## config.mk

```make
export PLATFORM = sky130hd
export DESIGN_NAME = ex_muldiv_seq
export DESIGN_NICKNAME = d
export VERILOG_FILES = /design/src/rtl/ex_muldiv_seq.sv
export SDC_FILE = /design/constraint.sdc
export NUM_CORES = 1
export LEC_CHECK = 0
export CAP_MARGIN = 20
export CORE_AREA = 5 5 163 181
export DETAILED_ROUTE_END_ITERATION = 10
export DIE_AREA = 0 0 168 186
export GPL_ROUTABILITY_DRIVEN = 0
export PLACE_DENSITY = 0.85
export SYNTH_ARGS = -nofsm -noshare
export SYNTH_HDL_FRONTEND = slang
export SYNTH_SLANG_ARGS = --single-unit
```

## constraint.sdc

```tcl
create_clock -name i_clk -period 10.9 [get_ports i_clk]
set_input_delay 2.725 -clock i_clk [delete_from_list [all_inputs] [get_ports i_clk]]
set_output_delay 2.725 -clock i_clk [all_outputs]
set_load 0.02 [all_outputs]
```

## src/rtl/ex_muldiv_seq.sv

```systemverilog
// Iterative MULT/MULTU/DIV/DIVU sequencer for the EX stage: one shift/add-subtract
// step per cycle on a shared datapath, sign fix-up in a final cycle, results in HI/LO.
module ex_muldiv_seq #(
  parameter int len      = 32,
  parameter int NB_MD_OP = 2,
  parameter int NB_COUNT = 6
) (
  input  logic                i_clk,
  input  logic                i_rst_n,
  input  logic                i_start,
  input  logic [NB_MD_OP-1:0] i_op,
  input  logic [len-1:0]      i_dato1,
  input  logic [len-1:0]      i_dato2,
  input  logic                i_flush,
  output logic                o_stall,
  output logic                o_busy,
  output logic                o_done,
  output logic [len-1:0]      o_hi,
  output logic [len-1:0]      o_lo,
  output logic                o_div_by_zero
);

  typedef enum logic [1:0] {
    IDLE = 2'b00,
    CALC = 2'b01,
    FIX  = 2'b10
  } state_t;

  // Two's-complement magnitude when the operand is treated as signed.
  function automatic logic [len-1:0] mag_of(input logic [len-1:0] x, input logic is_signed);
    if (is_signed && x[len-1]) begin
      return -x;
    end else begin
      return x;
    end
  endfunction

  function automatic logic [len-1:0] neg_word(input logic [len-1:0] x, input logic en);
    if (en) begin
      return -x;
    end else begin
      return x;
    end
  endfunction

  function automatic logic [2*len-1:0] neg_dword(input logic [2*len-1:0] x, input logic en);
    if (en) begin
      return -x;
    end else begin
      return x;
    end
  endfunction

  state_t                state_r, state_nxt_s;
  logic [NB_COUNT-1:0]   count_r;
  logic [NB_MD_OP-1:0]   op_r;
  logic                  neg_q_r, neg_r_r, zdiv_r, dbz_r;
  logic [len:0]          a_r;          // upper accumulator / partial remainder
  logic [len-1:0]        b_r;          // multiplier -> low product, or dividend -> quotient
  logic [len-1:0]        m_r;          // multiplicand / divisor magnitude
  logic [len-1:0]        hi_r, lo_r;

  logic                  start_ok_s, last_iter_s, commit_s, is_div_s, in_signed_s;
  logic [len-1:0]        mag1_s, mag2_s;
  logic [len:0]          mul_sum_s, div_trial_s, div_diff_s, step_a_s;
  logic                  div_ge_s;
  logic [len-1:0]        step_b_s;
  logic [2*len-1:0]      prod_fix_s;
  logic [len-1:0]        fix_hi_s, fix_lo_s;

  assign start_ok_s  = (state_r == IDLE) && i_start && !i_flush;
  assign last_iter_s = (count_r == NB_COUNT'(len - 1));
  assign commit_s    = (state_r == FIX) && !i_flush;
  assign is_div_s    = op_r[1];
  assign in_signed_s = ~i_op[0];
  assign mag1_s      = mag_of(i_dato1, in_signed_s);
  assign mag2_s      = mag_of(i_dato2, in_signed_s);

  // FSM state register.
  always_ff @(posedge i_clk or negedge i_rst_n) begin
    if (!i_rst_n) begin
      state_r <= IDLE;
    end else begin
      state_r <= state_nxt_s;
    end
  end

  // FSM next-state logic; flush aborts from CALC or FIX.
  always_comb begin
    state_nxt_s = state_r;
    case (state_r)
      IDLE: begin
        if (start_ok_s) begin
          state_nxt_s = CALC;
        end else begin
          state_nxt_s = IDLE;
        end
      end
      CALC: begin
        if (i_flush) begin
          state_nxt_s = IDLE;
        end else if (last_iter_s) begin
          state_nxt_s = FIX;
        end else begin
          state_nxt_s = CALC;
        end
      end
      FIX:     state_nxt_s = IDLE;
      default: state_nxt_s = IDLE;
    endcase
  end

  // One iteration of shift-add multiply or restoring divide.
  always_comb begin
    step_a_s    = a_r;
    step_b_s    = b_r;
    div_trial_s = {a_r[len-1:0], b_r[len-1]};
    div_ge_s    = (div_trial_s >= {1'b0, m_r});
    div_diff_s  = div_trial_s - {1'b0, m_r};
    if (b_r[0]) begin
      mul_sum_s = a_r + {1'b0, m_r};
    end else begin
      mul_sum_s = a_r;
    end
    if (is_div_s) begin
      step_b_s = {b_r[len-2:0], div_ge_s};
      if (div_ge_s) begin
        step_a_s = div_diff_s;
      end else begin
        step_a_s = div_trial_s;
      end
    end else begin
      step_a_s = {1'b0, mul_sum_s[len:1]};
      step_b_s = {mul_sum_s[0], b_r[len-1:1]};
    end
  end

  // Sign correction of the finished magnitudes, consumed in FIX.
  always_comb begin
    prod_fix_s = neg_dword({a_r[len-1:0], b_r}, neg_q_r);
    if (is_div_s) begin
      fix_hi_s = neg_word(a_r[len-1:0], neg_r_r);
      fix_lo_s = neg_word(b_r, neg_q_r);
    end else begin
      fix_hi_s = prod_fix_s[2*len-1:len];
      fix_lo_s = prod_fix_s[len-1:0];
    end
  end

  // Operand capture and iteration datapath.
  always_ff @(posedge i_clk or negedge i_rst_n) begin
    if (!i_rst_n) begin
      count_r <= {NB_COUNT{1'b0}};
      op_r    <= {NB_MD_OP{1'b0}};
      neg_q_r <= 1'b0;
      neg_r_r <= 1'b0;
      zdiv_r  <= 1'b0;
      dbz_r   <= 1'b0;
      a_r     <= {(len+1){1'b0}};
      b_r     <= {len{1'b0}};
      m_r     <= {len{1'b0}};
    end else begin
      case (state_r)
        IDLE: begin
          if (start_ok_s) begin
            op_r    <= i_op;
            count_r <= {NB_COUNT{1'b0}};
            a_r     <= {(len+1){1'b0}};
            b_r     <= i_op[1] ? mag1_s : mag2_s;
            m_r     <= i_op[1] ? mag2_s : mag1_s;
            neg_q_r <= in_signed_s & (i_dato1[len-1] ^ i_dato2[len-1]);
            neg_r_r <= in_signed_s & i_dato1[len-1];
            zdiv_r  <= i_op[1] && (i_dato2 == {len{1'b0}});
            dbz_r   <= 1'b0;
          end
        end
        CALC: begin
          a_r     <= step_a_s;
          b_r     <= step_b_s;
          count_r <= count_r + NB_COUNT'(1);
          if (last_iter_s && !i_flush) begin
            dbz_r <= zdiv_r;
          end
        end
        default: begin
        end
      endcase
    end
  end

  // HI/LO commit; a flush in FIX leaves the previous result in place.
  always_ff @(posedge i_clk or negedge i_rst_n) begin
    if (!i_rst_n) begin
      hi_r <= {len{1'b0}};
      lo_r <= {len{1'b0}};
    end else if (commit_s) begin
      hi_r <= fix_hi_s;
      lo_r <= fix_lo_s;
    end
  end

  // The result is presented during FIX itself so the stalled consumer sees it as it advances.
  assign o_hi          = commit_s ? fix_hi_s : hi_r;
  assign o_lo          = commit_s ? fix_lo_s : lo_r;
  assign o_done        = commit_s;
  assign o_busy        = (state_r != IDLE);
  assign o_stall       = start_ok_s || (state_r == CALC);
  assign o_div_by_zero = dbz_r;

endmodule

```

==> results of run 1 <==
[cells by family after synthesis]
logic type | after synthesis | synth area share, %
adders and majority gates | 71 | 6.08
DFF | 174 | 29.3
xor gates and xnor gates | 172 | 10.1
muxes | 54 | 3.70
AOI/OAI and AO/OA | 645 | 26.5
and+or+nand+nor | 605 | 19.1
buffers and inverters | 203 | 5.17
[report_power, final]
group / switching, mW / internal [mW] / total, mW / leakage (nW)
registers: 0.347 / 0.778 / 1.13 / 2.25
clock network: 0.295 / 0.334 / 0.629 / 0.294
logic: 1.50 / 0.998 / 2.50 / 4.54
total: 2.15 / 2.11 / 4.25 / 7.09
[registers in the layout, summed over array words and instances (netlist names), 2 cells and up]
register	flops
a_r	33
hi_r	32
state_r	2
count_r	6
m_r	32
lo_r	32
b_r	32
[routing by layer]
metal / vias up / wire length, µm / part of all wire, % / GRT usage [%]
li1: 7007 / - / - / -
met1: 7110 / 18600 / 39 / 38.9
met2: 973 / 21000 / 44 / 45.0
met3: 162 / 5290 / 11 / 6.12
met4: 0 / 2470 / 5.2 / 14.4
met5: - / 0 / 0 / 0
[worst min path at each step]
stage | cells past startpoint | slack (ps) | endpoint
2_1_floorplan | 1 | 450 | count_r[5]
3_3_place_gp | 2 | 450 | o_div_by_zero
3_5_place_dp | 2 | 450 | o_div_by_zero
4_1_cts | 2 | 470 | o_div_by_zero
5_1_grt | 2 | 490 | o_div_by_zero
6_report | 2 | 470 | o_div_by_zero
[stage by stage]
step                      util, %  cell area [µm²]
after global placement       59.4            16300
after detailed placement     59.4            16300
after floorplan                 -            14900
final                        61.7            16900
after CTS                    61.6            16900
after global routing         61.7            16900
[cells in the final DEF, fill, tap and decap left out, types with 7 or more instances in the layout]
cell	Yosys	final
xnor2_1	92	92
or3_1	13	13
a211oi_1	42	42
o21a_1	9	9
buf_4	0	13
o22ai_1	7	7
xor2_1	80	80
mux2_2	7	7
o21bai_1	8	8
dfrtp_1	174	173
clkbuf_16	0	17
inv_1	76	76
nand4_1	12	12
a31oi_1	31	31
o221ai_1	9	9
nor4_1	19	19
nor2b_1	16	15
mux2i_1	47	47
nand2_1	235	234
o41ai_1	12	12
ha_1	69	69
and3_1	14	14
nor2_1	142	142
or4_1	10	10
o31ai_1	22	22
o211ai_1	26	26
nor3_1	39	39
nand2b_1	10	9
o21ai_0	206	206
and2_1	8	8
nand3_1	41	41
or2_2	12	12
a21oi_1	183	183
a21o_1	26	26
clkdlybuf4s50_1	0	135
[worst register-to-register path: stages, from the launching register on]
cell       delay, ps
dfrtp_1          700
ha_1             400
a21oi_1          290
o21ai_0          120
a2111oi_0        770
a211o_1          260
and3_1           810
or3_1            270
a21oi_1           90
a221o_1          270
[final cells by class]
class                      instances  area, µm²  share of cell area, %
multi-input combinational       1547       9760                   57.6
timing repair buffer             151       1480                   8.72
clock inverter                    14        168                  0.990
clock buffer                      18        439                   2.59
inverter                          76        285                   1.68
sequential                       174       4360                   25.7
tap                              363        454                   2.68
==> key figures, run 1 <==
Outcome
  • Status: finished, final reports clean

Critical path
  • Worst path cell trace: clkdlybuf4s50_1 -> nor2_1 -> nand2_4 -> buf_4 -> nand2_1 -> o21ai_0 -> clkdlybuf4s50_1
  • Most used cell, CP: clkdlybuf4s50_1
  • Reg-to-reg slack, setup: 6810 ps
  • Slowest stage cell, crit path: buf_4
  • CP required: 8180 ps
  • Crit-path max FO: 110
  • WP depth: 7
  • Startpoint types: primary input
  • FF-to-FF path depth: 9
  • CP endpoint: o_hi[16]
  • Critical Path Max Stage Delay: 680 ps
  • CP top delay family: buffers and inverters
  • Buf+Inv Stages, Crit Path: 3
  • Data arrival, critical path: 5340 ps
  • Critical path class: primary input to primary output
  • Critical Path End Type: primary output
  • RR Endpoint: a_r[17]
  • FF-to-FF Start: a_r[9]
  • Worst Setup SP: i_flush

Drt
  • Antenna viol nets, final: 0
  • Post-DR vias/cell: around 6.5
  • DRC Markers: 0
  • Via count: 15300
  • Total Routed Length: ~47000 µm
  • DR iter-0 viols: 2083
  • DRT Pass-1 Iters: 5
  • WL/cell: 20.2 µm

Floorplan
  • Row cnt: 64
  • Starting density of the core: 54.1%
  • Core Region: between 0.02 and 0.03 mm²
  • Die Wd: 168 µm
  • Chip height: between 150 and 200 µm
  • I/O pins: 138
  • Die ar.: 0.0312 mm²

STA
  • Setup TNS: 0 ps
  • Final setup fails: 0
  • Final worst path period share: approximately three quarters
  • Worst slew margin: 31.9%
  • Min Hold Slack: about 470 ps
  • Tightest Pin Transition: between 1000 and 1500 ps
  • Clk_skew: 18.6 ps
  • Fmax: ~120 MHz
  • Final hold violation count: 0
  • Crit path time final: 8070 ps
  • Fin worst setup slack: 2830 ps
  • Final slew viol count: 0
  • RSZ-0062 raised after global routing: false

Layout
  • Layout cells sized above 1: 4.34%
  • Antenna Diode Count: 0
  • # fillers: 2269
  • Final #Nets: around 2100
  • Post-Layout Cell Count: 2343
  • Layout area overhead: 14.0%

Min path
  • Min-Delay Startpoint: o_div_by_zero
  • Hold crit path type: flop to flop

Synthesis
  • Top-area cell type share of the netlist area: 29.3%
  • Netlist cell types: 73
  • Cells after Synth: 1924
  • Mapped Area: 0.0149 mm²
  • Post-synthesis sequential area ratio: around 29%
  • Share of synthesized registers carrying an async set or reset: 100%
  • Most frequent cells after synthesis: 235 x nand2_1, 206 x o21ai_0, 183 x a21oi_1, 174 x dfrtp_1, 142 x nor2_1
  • Yosys Warn Count: 0
  • Post-Syn Area per Cell: 7.72 µm²
  • Area leader, netlist: dfrtp_1
  • Synth area leaders: dfrtp_1 29%, o21ai_0 6.9%, a21oi_1 6.2%, nand2_1 5.9%, ha_1 5.8%
  • Count leader, synth: nand2_1
  • #FFs+latches synth: 174
  • Synth Flop Type: dfrtp_1
  • Post-synth net total: 2065
  • EDFF count, synth: 0

Clock tree
  • Hold bufs inserted after CTS: 0
  • Setup bufs post-CTS: 0
  • CTS tree: built
  • PostCTS Resize Cnt: 0
  • CTS clk-pin slew, worst paths: 70 ps
  • # clock sinks: 174
  • Clk Latency, worst-skew pair: 450 ps
  • CTS root buf: clkbuf_16
  • CTS buffer count: 17
  • Buffer depth of the longest clock path: 2
  • H-tree Lvls: 4

Global routing
  • Initial antenna violation count: 0
  • First-pass GRT wire length: 73800 µm
  • Vias in the first global route: 13900
  • Gr ovfl total: 0
  • Largest net degree at the start of global routing: ~110
  • Gr usage total: 29.1%

Placement
  • Dpl hpwl: roughly 35000 µm
  • Placed cells: 2310
  • PortBufs: 137
  • Minimum setup slack after placement: 2870 ps

Job
  • Max-Cap Viols: 0

Power
  • Leakage power: 7.09 nW
  • Peak supply drop: ~0.14 mV
  • Total power: 4.25 mW
  • Power per Cell Area: 251 mW/mm²
Power figures use the tool's default switching activity.
==> run 2: changes to the inputs <==
==> constraint.sdc (replaced) <==
create_clock -name i_clk -period 8.3 [get_ports i_clk]
set_input_delay 2.075 -clock i_clk [delete_from_list [all_inputs] [get_ports i_clk]]
set_output_delay 2.075 -clock i_clk [all_outputs]
set_load 0.02 [all_outputs]
==> key figures, run 2 (same netlist as run 1, synthesis figures left out) <==
Outcome
  • Status: finished, final reports clean

Critical path
  • CP required: 6230 ps
  • RR Endpoint: a_r[5]
  • CP top delay family: buffers and inverters
  • Critical path class: primary input to primary output
  • Worst path cell trace: clkdlybuf4s50_1 -> nor2_1 -> nand2_4 -> buf_4 -> o21ai_0 -> clkdlybuf4s50_1
  • FF-to-FF path depth: 11
  • Buf+Inv Stages, Crit Path: 3
  • Reg-to-reg slack, setup: 3980 ps
  • WP depth: 6
  • Most used cell, CP: clkdlybuf4s50_1
  • FF-to-FF Start: a_r[13]
  • CP endpoint: o_lo[1]
  • Worst Setup SP: i_flush
  • Data arrival, critical path: 4780 ps
  • Critical Path End Type: primary output
  • Crit-path max FO: 107
  • Slowest stage cell, crit path: clkdlybuf4s50_1
  • Startpoint types: primary input
  • Critical Path Max Stage Delay: ~690 ps

Global routing
  • Vias in the first global route: roughly 14000
  • First-pass GRT wire length: 74700 µm
  • Largest net degree at the start of global routing: roughly 110
  • Gr ovfl total: 0
  • Gr usage total: 29.5%
  • Initial antenna violation count: 0

STA
  • Final setup fails: 0
  • Final slew viol count: 0
  • Setup TNS: 0 ps
  • Fmax: about 150 MHz
  • Final hold violation count: 0
  • RSZ-0062 raised after global routing: false
  • Tightest Pin Transition: 1060 ps
  • Crit path time final: 6850 ps
  • Worst slew margin: just under 30%
  • Clk_skew: between 15 and 20 ps
  • Final worst path period share: 82.6%

Placement
  • PortBufs: 137
  • Dpl hpwl: 35300 µm
  • Placed cells: 2311

Drt
  • Via count: 15300
  • WL/cell: 20.3 µm
  • Antenna viol nets, final: 0
  • DRT Pass-1 Iters: 8
  • Post-DR vias/cell: 6.52
  • DR iter-0 viols: 1999
  • DRC Markers: 0
  • Total Routed Length: roughly 48000 µm

Clock tree
  • PostCTS Resize Cnt: 0
  • CTS clk-pin slew, worst paths: 70 ps
  • Buffer depth of the longest clock path: 2
  • H-tree Lvls: 4
  • CTS buffer count: 17
  • Clk Latency, worst-skew pair: roughly 460 ps
  • Setup bufs post-CTS: 0
  • CTS tree: built
  • CTS root buf: clkbuf_16
  • # clock sinks: approximately 170
  • Hold bufs inserted after CTS: 0

Layout
  • Antenna Diode Count: 0
  • Final #Nets: 2109
  • Layout area overhead: 14.2%
  • Max reg flops: 33
  • Most common library cell in the layout ignoring fill and taps: nand2_1
  • Most flops, register: a_r
  • Final core utilization: 61.8%
  • Layout cells sized above 1: 4.44%
  • Post-Layout Cell Count: 2344
  • Most frequent cells in the layout: 234 x nand2_1, 206 x o21ai_0, 183 x a21oi_1

Job
  • Max-Cap Viols: 0

Floorplan
  • Starting density of the core: 54.1%
  • Die ar.: 0.0312 mm²
  • Die Wd: roughly 170 µm
  • Chip height: approximately 190 µm
  • Row cnt: 64
  • Core Region: approximately 0.027 mm²
  • I/O pins: ~140

Power
  • Total power: 5.61 mW
  • Leakage power: 7.10 nW
  • Peak supply drop: 0.219 mV
  • Power per Cell Area: between 300 and 400 mW/mm²

Min path
  • Hold crit path type: flop to flop
  • Min-Delay Startpoint: o_div_by_zero
==> run 2: power by group <==
| group | internal [mW] | total (mW) | switching (mW) |
|---|---|---|---|
| clock network | 0.467 | 0.878 | 0.411 |
| registers | 1.02 | 1.47 | 0.448 |
| logic | 1.31 | 3.27 | 1.96 |
==> run 2: metal layers <==
metal | vias to the layer above | GRT usage [%] | share of wire [%]
met5 | - | 0 | 0
met4 | 0 | 17.6 | 6.4
met3 | 195 | 5.69 | 11
met2 | 967 | 45.5 | 44
met1 | 7098 | 38.6 | 39
li1 | 7021 | - | -
==> run 2: worst min-delay path, delay by kind of cell (launching register included) <==
| family | cells | cell delay (ps) |
|---|---|---|
| AND/OR/NAND/NOR | 2 | 100 |
| flip-flops | 1 | 350 |
==> run 2: worst min-delay path by stage <==
stage,endpoint,cells past startpoint,slack (ps)
after floorplan,count_r[5],1,450
after global placement,o_div_by_zero,2,450
after detailed placement,o_div_by_zero,2,460
after CTS,o_div_by_zero,2,470
after global routing,lo_r[5],2,520
final,o_div_by_zero,2,480
==> run 2: stage by stage <==
stage	cell area [µm²]	setup WS, ps	hold slack (ps)
3_3_place_gp	16300	1680	452
2_1_floorplan	14900	2750	448
6_report	17000	1450	479
3_5_place_dp	16300	1500	459
4_1_cts	17000	1430	475
5_1_grt	17000	1250	515
==> run 2: layout make-up <==
cell class / count / area, µm²
Fill cell: 2271 / 10500
Multi-Input combinational cell: 1547 / 9760
Sequential cell: 174 / 4360
Timing Repair Buffer: 152 / 1480
Tap cell: 363 / 454
Clock buffer: 17 / 425
Inverter: 76 / 285
Clock inverter: 15 / 215
